`src/rtl/alu.sv`:
```
// rtl/alu.sv - 32-bit MIPS-style ALU with a one-cycle registered result and flags
// Shift operations are built only when ALU_SHIFT_EN is defined; otherwise their funct codes decode as unrecognised.
module alu (
   input  logic        clk,
   input  logic        reset,
   input  logic [31:0] instruction,
   input  logic [31:0] regA,
   input  logic [31:0] regB,
   output logic [31:0] result,
   output logic [2:0]  flags
);

   localparam logic [5:0] OP_RTYPE = 6'b000000;
   localparam logic [5:0] OP_ADDI  = 6'b001000;
   localparam logic [5:0] OP_ADDIU = 6'b001001;
   localparam logic [5:0] OP_ANDI  = 6'b001100;
   localparam logic [5:0] OP_ORI   = 6'b001101;
   localparam logic [5:0] OP_XORI  = 6'b001110;
   localparam logic [5:0] OP_SLTI  = 6'b001010;
   localparam logic [5:0] OP_SLTIU = 6'b001011;
   localparam logic [5:0] OP_BEQ   = 6'b000100;
   localparam logic [5:0] OP_BNE   = 6'b000101;
   localparam logic [5:0] OP_LW    = 6'b100011;
   localparam logic [5:0] OP_SW    = 6'b101011;

   localparam logic [5:0] F_ADD  = 6'b100000;
   localparam logic [5:0] F_ADDU = 6'b100001;
   localparam logic [5:0] F_SUB  = 6'b100010;
   localparam logic [5:0] F_SUBU = 6'b100011;
   localparam logic [5:0] F_AND  = 6'b100100;
   localparam logic [5:0] F_OR   = 6'b100101;
   localparam logic [5:0] F_XOR  = 6'b100110;
   localparam logic [5:0] F_NOR  = 6'b100111;
   localparam logic [5:0] F_SLT  = 6'b101010;
   localparam logic [5:0] F_SLTU = 6'b101011;
`ifdef ALU_SHIFT_EN
   localparam logic [5:0] F_SLL  = 6'b000000;
   localparam logic [5:0] F_SRL  = 6'b000010;
   localparam logic [5:0] F_SRA  = 6'b000011;
   localparam logic [5:0] F_SLLV = 6'b000100;
   localparam logic [5:0] F_SRLV = 6'b000110;
   localparam logic [5:0] F_SRAV = 6'b000111;
`endif

   logic [5:0]  opcode;
   logic [5:0]  funct;
   logic [15:0] imm;
   logic [31:0] imm_sx;
   logic [31:0] imm_zx;

   assign opcode = instruction[31:26];
   assign funct  = instruction[5:0];
   assign imm    = instruction[15:0];
   assign imm_sx = {{16{imm[15]}}, imm};
   assign imm_zx = {16'h0000, imm};

   // Register-number fields are resolved upstream; shamt is only consumed by shift builds.
   logic unused_fields;
   assign unused_fields = ^instruction[25:6];

   logic [31:0] add_rr;
   logic [31:0] add_ri;
   logic [31:0] sub_rr;
   logic        add_ovf;
   logic        addi_ovf;
   logic        sub_ovf;
   logic        slt_rr;
   logic        sltu_rr;
   logic        slt_ri;
   logic        sltu_ri;

   assign add_rr   = regA + regB;
   assign add_ri   = regA + imm_sx;
   assign sub_rr   = regA - regB;
   assign add_ovf  = (regA[31] == regB[31])   && (add_rr[31] != regA[31]);
   assign addi_ovf = (regA[31] == imm_sx[31]) && (add_ri[31] != regA[31]);
   assign sub_ovf  = (regA[31] != regB[31])   && (sub_rr[31] != regA[31]);
   assign slt_rr   = $signed(regA) < $signed(regB);
   assign sltu_rr  = regA < regB;
   assign slt_ri   = $signed(regA) < $signed(imm_sx);
   assign sltu_ri  = regA < imm_sx;

`ifdef ALU_SHIFT_EN
   logic [4:0] shamt;
   logic [4:0] vamt;
   assign shamt = instruction[10:6];
   assign vamt  = regB[4:0];
`endif

   logic [31:0] res_d;
   logic        zf_d;
   logic        nf_d;
   logic        of_d;

   always_comb begin
      res_d = '0;
      zf_d  = 1'b0;
      nf_d  = 1'b0;
      of_d  = 1'b0;
      case (opcode)
         OP_RTYPE: begin
            case (funct)
               F_ADD:  begin res_d = add_rr; of_d = add_ovf; end
               F_ADDU: res_d = add_rr;
               F_SUB:  begin res_d = sub_rr; of_d = sub_ovf; end
               F_SUBU: res_d = sub_rr;
               F_AND:  res_d = regA & regB;
               F_OR:   res_d = regA | regB;
               F_XOR:  res_d = regA ^ regB;
               F_NOR:  res_d = ~(regA | regB);
               F_SLT:  begin res_d = {31'b0, slt_rr};  nf_d = slt_rr;  end
               F_SLTU: begin res_d = {31'b0, sltu_rr}; nf_d = sltu_rr; end
`ifdef ALU_SHIFT_EN
               F_SLL:  res_d = regA << shamt;
               F_SRL:  res_d = regA >> shamt;
               F_SRA:  res_d = $unsigned($signed(regA) >>> shamt);
               F_SLLV: res_d = regA << vamt;
               F_SRLV: res_d = regA >> vamt;
               F_SRAV: res_d = $unsigned($signed(regA) >>> vamt);
`endif
               default: ;
            endcase
         end
         OP_ADDI:  begin res_d = add_ri; of_d = addi_ovf; end
         OP_ADDIU: res_d = add_ri;
         OP_ANDI:  res_d = regA & imm_zx;
         OP_ORI:   res_d = regA | imm_zx;
         OP_XORI:  res_d = regA ^ imm_zx;
         OP_SLTI:  begin res_d = {31'b0, slt_ri};  nf_d = slt_ri;  end
         OP_SLTIU: begin res_d = {31'b0, sltu_ri}; nf_d = sltu_ri; end
         // Branch compare: the difference is reported, equality drives the zero flag.
         OP_BEQ, OP_BNE: begin
            res_d = sub_rr;
            zf_d  = (regA == regB);
         end
         OP_LW, OP_SW: res_d = add_ri;
         default: ;
      endcase
   end

   always_ff @(posedge clk) begin
      if (reset) begin
         result <= '0;
         flags  <= 3'b000;
      end else begin
         result <= res_d;
         flags  <= {zf_d, nf_d, of_d};
      end
   end

endmodule

```
`config.mk`:
```
export PLATFORM = sky130hd
export DESIGN_NAME = alu
export DESIGN_NICKNAME = d
export VERILOG_FILES = /design/src/rtl/alu.sv
export SDC_FILE = /design/constraint.sdc
export NUM_CORES = 1
export LEC_CHECK = 0
export ABC_AREA = 1
export CORE_ASPECT_RATIO = 0.5
export CORE_MARGIN = 4
export CORE_UTILIZATION = 45
export DETAILED_ROUTE_END_ITERATION = 8
export DONT_BUFFER_PORTS = 1
export GPL_ROUTABILITY_DRIVEN = 0
export PLACE_DENSITY = 0.62
export SETUP_SLACK_MARGIN = 0.3
export SLEW_MARGIN = 30
export SYNTH_ARGS = -nofsm -noshare
export SYNTH_HDL_FRONTEND = slang
export SYNTH_SLANG_ARGS = --single-unit
```
`constraint.sdc`:
```
create_clock -name clk -period 4.6 [get_ports clk]
set_input_delay 0.92 -clock clk [delete_from_list [all_inputs] [get_ports clk]]
set_output_delay 0.92 -clock clk [all_outputs]
set_load 0.01 [all_outputs]
```
---- Word level (Yosys, flattened, before mapping) ----
Index checks and enable logic that the tools add are counted.
operators by class
  add/subtract/negate cells ............... 3
  magnitude comparators ................... 4
  eq/ne operators ......................... 28
  muxes and demuxes ....................... 6
  bitwise gates (word level) .............. 8
  reduce and logical (&&, ||, !) cells .... 9
operators with widths
  cell                count
  $pmux 32 s8         2
  $lt 32x32->1        3
  $eq 6x6->1 const B  12
  $add 32x32->32      2
  $eq 6x4->1 const B  7
  $and 32x16->32      1
  $and 32x32->32      1
  $eq 32x32->1        1
  $lt 32x16->1        1
  $not 32->32         1
  $or 32x16->32       1
  $or 32x32->32       1
  $sub 32x32->32      1
  $xor 32x16->32      1
  $xor 32x32->32      1
  $eq 6x3->1 const B  2
  $reduce_or 2->1     4
  $logic_not 6->1     1
  $pmux 1 s2          3
  $ne 1x1->1          4
  $reduce_or 4->1     1
  $logic_and 1x1->1   3
  $pmux 1 s3          1
  $eq 1x1->1          2
  $not 1->1           1
word-level totals
  register bits after elaboration ......... 35
  word-level logic and storage cells ...... 61

---- Depth between registers and ports, before layout ----
Gate-level depths: netlist of the first run.
  depth after elaboration ................. 5
  mapped depth ............................ 21

---- Worst setup path after synthesis of the first run ----
No wires, ideal clock.
  kind .................................... input to register
  from .................................... in instruction[15]
  to ...................................... reg result[22]
  library setup time ...................... 110 ps
  arrival time ............................ 2731 ps
  slack ................................... 1759 ps
  stages on the path ...................... 12
  buffers on the path ..................... 1
  cell sequence ........................... inv_1 -> ha_1 -> clkbuf_2 -> nor3_1 -> nand2_1 -> or2_1 -> nand3_1 -> nand2_1 -> nand3_1 -> nand4_1 -> nand2_1 -> inv_1
on the way
  longest elaborated chain between the ends .. 2
ends and longest elaborated chain
  element                 line  RTL
  start: declaration      6     input logic [31:0] instruction,
  $add 32x32->32          73    assign add_ri = regA + imm_sx;
  $pmux 32 s8             100   case (opcode)
  end signal: assignment  146   result <= res_d;
  end: declaration        9     output logic [31:0] result,
No other way between the ends.
A chain may end at the register's enable or synchronous reset.

---- Worst setup path after layout of the first run ----
  from .................................... in instruction[15]
  to ...................................... reg result[0]
on the way
  longest elaborated chain between the ends .. 2
  elaborated cells between the ends (all ways) .. 3
  classes of those cells .................. 2 x order compare; 1 x mux
ends and longest elaborated chain
  element                                              line
  $lt 32x32->1 / $lt 32x16->1 (equally long branches)  81, 80
  $pmux 32 s8 (*)                                      100
Every way passes the cells marked *; elsewhere a longest branch is shown, timed or not.

==> results of run 1 <==
==> metal layers <==
metal / vias up / track usage [%] / part of all wire (%)
met5: - / 0 / 0
met3: 81 / 8.94 / 13
met4: 0 / 8.64 / 3.0
met1: 5884 / 46.6 / 45
met2: 788 / 45.8 / 39
li1: 6402 / - / -
==> registers in the layout, indices dropped and copies added, names as in the netlist <==
| register | count |
|---|---|
| result | 32 |
| flags | 3 |
==> power by group through the flow <==
stage	Combinational, W	Clock [W]	Sequential (W)
3_5_place_dp	0.00101	0	0.000328
4_1_cts	0.00101	0.000367	0.000321
6_report	0.00105	0.000365	0.000321
2_1_floorplan	0.000767	0	0.000326
5_1_grt	0.00117	0.000382	0.000321
3_3_place_gp	0.00101	0	0.000328
==> Yosys cell counts (4+ instances only) <==
cell	instances	area share [%]
buf_2	26	1.2
xor2_1	11	0.87
clkbuf_1	6	0.20
nand4_1	32	1.8
nor2_2	11	0.62
ha_1	176	20
o21bai_1	20	1.4
clkbuf_2	4	0.18
o22ai_1	24	1.4
inv_2	13	0.44
nor2_1	190	6.4
dfxtp_1	35	6.3
nand2_1	527	18
a31oi_1	5	0.28
nand3b_1	6	0.41
o21ai_0	104	4.7
a21oi_2	6	0.47
nor4_1	5	0.28
nand3_1	166	7.5
o2111ai_1	8	0.63
a21oi_1	163	7.3
a221oi_1	19	1.5
buf_4	11	0.74
nand2_2	12	0.68
inv_1	339	11
clkinv_1	4	0.14
o211ai_1	5	0.34
nor3_1	22	0.99
buf_6	6	0.61
and2_1	4	0.23
==> area by class of cell <==
| type | instances | area [um2] |
|---|---|---|
| fill | 2718 | 12700 |
| clock buffer | 7 | 133 |
| multi-input combinational | 1558 | 8750 |
| tap | 336 | 420 |
| clock inverter | 1 | 5.00 |
| timing repair buffer | 8 | 60.1 |
| sequential | 35 | 701 |
| inverter | 357 | 1340 |
==> kinds of logic (layout without fill, tap and decap cells) <==
kind of cell,after synthesis,count (layout)
AO/OA/AOI/OAI,379,379
XOR/XNOR,11,11
adder cells (fa/ha/maj),179,179
buffers and inverters,411,373
flip-flops,35,35
AND/OR/NAND/NOR,989,989
==> per-stage QoR <==
stage / utilization (%) / worst slack (ps) / total power [W] / std cells / area [um2]
after floorplan: - / 1760 / 0.00109 / 2004 / 11100
after global placement: 46.7 / 1190 / 0.00133 / 2294 / 11300
after detailed placement: 46.7 / 1160 / 0.00134 / 2294 / 11300
after CTS: 47.3 / 1470 / 0.00170 / 2302 / 11400
after global routing: 47.3 / 1130 / 0.00187 / 2302 / 11400
final: 47.3 / 1350 / 0.00174 / 2302 / 11400
==> worst max path at each step <==
stage,slack (ps),end,start,cells after the start
2_1_floorplan,1760,result[22]$_SDFF_PP0_,instruction[15],12
3_3_place_gp,1190,result[28]$_SDFF_PP0_,instruction[15],14
3_5_place_dp,1160,result[28]$_SDFF_PP0_,instruction[15],14
4_1_cts,1470,result[28]$_SDFF_PP0_,instruction[15],14
5_1_grt,1130,result[0]$_SDFF_PP0_,instruction[15],13
6_report,1350,result[0]$_SDFF_PP0_,instruction[15],13
==> flow_summary.yaml, run 1 <==
global_routing:
  grt_pass1_wl_um: 68000
  antenna_found_initial: 0
  gr-total-overflow: 0
  grt_max_degree: 29
  grt_usage_pct: 32.0
  grt_pass1_vias: 11600
synthesis:
  yosys.cell_types.count: 58
  synth_top_family_by_area: "simple AND/OR/NAND/NOR gates"
  synth_compound_area_share_pct: 19.8
  synth_seq_cells: 35
  synthMuxAreaShare_pct: 0
  syn_avg_cell_area_um2: 5.55
  syn_area_um2: 11100
  ys.flop_type: "dfxtp_1"
  syn_nets: 2281
  yosysWarningCount: 0
  synth-xor-area-share_pct: 0.867
  async_flop_share_pct: 0
  postSynthCellCount: 2004
  ys_seq_area_share_pct: 6.30
  synth_edf_count: 0
  synth_fa_ha_area_share_pct: 20.4
  synthSimpleGateAreaFrac_pct: 37.7
timing:
  hold_viol: 0
  final_max_slew_viol_count: 0
  setup_viol: 0
  timing.hold.ws_ps: 669
  fin_crit_ps: 3250
  tns_ps: 0
  worstMarginPinSlew_ps: 961
  relSlewSlack_pct: 35.8
  period_share_pct: 70.6
  rsz0062_at_grt: "false"
  max_freq_mhz: 308
drt:
  finalWirelength_um: 45700
  ant_nets: 0
  dr.first_iter.drc_count: 1802
  dr.pass1.iters: 7
  routedWlPerCell_um: 19.9
  dr_total_vias: 13200
  drc: 0
  via_per_inst: 5.71
power:
  ir_drop_uv: 125
  pwr-share-seq_pct: 18.4
  power.share.switching_pct: 52.4
  p_comb_share_pct: 60.6
  p_int_w: 0.000828
  p_clk_share_pct: 21.0
  powerDensity_nw_per_um2: 152
  p_leak_nw: 6.16
  p_sw_w: 0.000912
setup_path:
  path_cells: "inv_1 -> ha_1 -> inv_1 -> nor3_1 -> nand2_1 -> nor4_1 -> nand2_1 -> nand3_1 -> nand2_1 -> inv_1 -> nand3_1 -> nand2_1 -> inv_1"
  arrival_ps: 3460
  cp_slowest_cell: "inv_1"
  path_max_fanout: 18
  critical_path_class: "in -> reg"
  required_ps: 4810
  start_kind: "input port"
  path_buf_inv: 4
  max_stage_delay_ps: 520
  cp_top_family: "simple AND/OR/NAND/NOR gates"
  crit_path_end_kind: "flip-flop"
die:
  initial_core_util_pct: 46.1
  fp.dieArea_um2: 27400
  die_h_um: 119
  core-area_um2: 24100
  die_width_um: 230
  row_count: 40
  io-pin-count: 133
clock_network:
  max-clock-path-buffers: 2
  cts_sinks: 35
  ctsHoldBuffers: 0
  cts_buffers: 5
  clkSlewWorstSetupHoldPaths_ps: 70
  cts-root-buf: "clkbuf_16"
  cts_resized: 0
  cts_tree: "built"
  h-tree-depth: 2
  postCtsSetupBuffers: 0
cells_and_area:
  fin_nets: 2242
  mostFrequentLayoutCells: "nand2_1, inv_1, nor2_1"
  num_antenna_cells: 0
  drive_above_1_share_pct: 3.46
  syn_to_final_growth_pct: 2.62
  layout_commonest_cell: "nand2_1"
hold_path:
  hold_class: "in -> reg"
  hold_path_depth: 1
  holdPathEnd: "result[11]$_SDFF_PP0_"
  min-delay-start: "reset"
flow_run:
  max_cap_viol_count: 0
placement:
  post-dp-hpwl_um: 37800
  port_buffers: 0
run_status:
  status: "finished, final reports clean"
Note: power is estimated with default switching activity, not from simulation.
==> run 2: changes to the inputs <==
==> constraint.sdc (replaced) <==
create_clock -name clk -period 3 [get_ports clk]
set_input_delay 0.6 -clock clk [delete_from_list [all_inputs] [get_ports clk]]
set_output_delay 0.6 -clock clk [all_outputs]
set_load 0.01 [all_outputs]
==> flow_summary.yaml, run 2 (synthesized netlist as in run 1, its figures left out) <==
drt:
  dr.first_iter.drc_count: 1787
  met2_length_um: 17900
  top_layer: "met4"
  finalWirelength_um: 45900
  via_per_inst: 5.67
  ant_nets: 0
  dr.pass1.iters: 8
  dr_wl_met3_um: 6290
  dr_total_vias: 13300
  drc: 0
  m1WireLength_um: 20300
  routedWlPerCell_um: 19.6
cells_and_area:
  syn_to_final_growth_pct: 5.91
  mostFrequentLayoutCells: "nand2_1, inv_1, nor2_1"
  drive_above_1_share_pct: 6.14
  seqCellArea_um2: 701
  fillCellCount: 2713
  largest_register: "result"
  largestRegisters: "result: 32 flops, flags: 3 flops"
  fin_nets: 2280
  multiInputGateArea_um2: 8810
  layout_commonest_cell: "nand2_1"
  largest_reg_flops: 32
die:
  fp.dieArea_um2: 27400
  initial_core_util_pct: 46.1
  die_width_um: 230
  io-pin-count: 133
  core-area_um2: 24100
  row_count: 40
  die_h_um: 119
setup_path:
  path_cells: "ha_1 -> inv_1 -> fa_1 -> inv_1 -> nand3_1 -> nand2_1 -> nand2_1 -> nand2_1 -> inv_1 -> o21bai_4 -> nand2_1 -> nand3_1 -> nand3_1 -> nand3_1 -> nand2_1 -> a21oi_1"
  start_kind: "input port"
  required_ps: 3220
  cp_slowest_cell: "fa_1"
  arrival_ps: 2770
  path_max_fanout: 4
  crit_path_end_kind: "flip-flop"
  critical_path_class: "in -> reg"
  max_stage_delay_ps: 390
  crit_path_frequent_cell: "nand2_1"
placement:
  post-dp-hpwl_um: 38400
  port_buffers: 0
power:
  p_sw_w: 0.00141
  pwr-share-seq_pct: 18.0
  power.share.switching_pct: 51.8
  ir_drop_uv: 200
  p_leak_nw: 6.35
  powerDensity_nw_per_um2: 232
  p_comb_share_pct: 61.5
  total_power_w: 0.00273
  p_int_w: 0.00132
  p_clk_share_pct: 20.5
timing:
  final_max_slew_viol_count: 0
  hold_viol: 0
  setup_viol: 0
  max_freq_mhz: 393
  period_share_pct: 84.8
  relSlewSlack_pct: 54.0
  fin_crit_ps: 2550
  tns_ps: 0
  worstMarginPinSlew_ps: 690
  rsz0062_at_grt: "true"
global_routing:
  grt_max_degree: 29
  antenna_found_initial: 0
  grt_usage_pct: 32.2
  gr-total-overflow: 0
  grt_pass1_wl_um: 68200
  grt_pass1_vias: 11600
hold_path:
  hold_class: "in -> reg"
clock_network:
  cts_tree: "built"
  cts-root-buf: "clkbuf_16"
  h-tree-depth: 2
  cts_buffers: 5
  clkSlewWorstSetupHoldPaths_ps: 70
  cts_sinks: 35
  max-clock-path-buffers: 2
run_status:
  status: "finished, final reports clean"
flow_run:
  max_cap_viol_count: 0
[run 2: power groups by stage]
stage	registers, W	logic, W	clock network [W]
after detailed placement	0.000502	0.00160	0
after floorplan	0.000500	0.00118	0
after global placement	0.000503	0.00159	0
after CTS	0.000492	0.00161	0.000557
after global routing	0.000493	0.00186	0.000583
final	0.000492	0.00168	0.000560
[run 2: cell type report]
class                      instances  area share (%)
multi-input combinational       1558            74.8
inverter                         357            11.4
sequential                        35            5.95
tap                              336            3.57
timing repair buffer              46            3.04
clock buffer                       7            1.13
clock inverter                     1          0.0425
antenna                            1          0.0213
[run 2: worst paths after layout]
path  cells after the start     from                    end
min                       1    reset   result[1]$_SDFF_PP0_
max                      16  regA[0]  result[26]$_SDFF_PP0_
[run 2: per-stage QoR]
stage	hold WS, ps	util [%]	area, um2	instances	worst slack, ps
6_report	340	48.8	11800	2341	455
3_5_place_dp	678	48.0	11600	2332	60.8
3_3_place_gp	677	48.0	11600	2332	71.6
4_1_cts	344	48.5	11700	2340	380
5_1_grt	353	48.8	11800	2340	281
2_1_floorplan	804	-	11100	2004	479
[run 2: metal layers]
| layer | up-vias | track usage [%] |
|---|---|---|
| li1 | 6484 | - |
| met1 | 5916 | 46.2 |
| met2 | 781 | 45.7 |
| met3 | 100 | 10.5 |
| met4 | 0 | 8.98 |
| met5 | - | 0 |
[run 2: repair_timing]
item                       in CTS  in global routing
buffers inserted                0                  0
gates resized for setup         0                 19
hold buffers                    0                  0
setup endpoints to repair       0                 15
[run 2: worst max-delay path: cells and delay by family]
kind | cells | cell delay (ps)
fa+ha+maj | 2 | 530
simple gates | 9 | 1000
compound gates | 2 | 370
buf+inv | 3 | 260
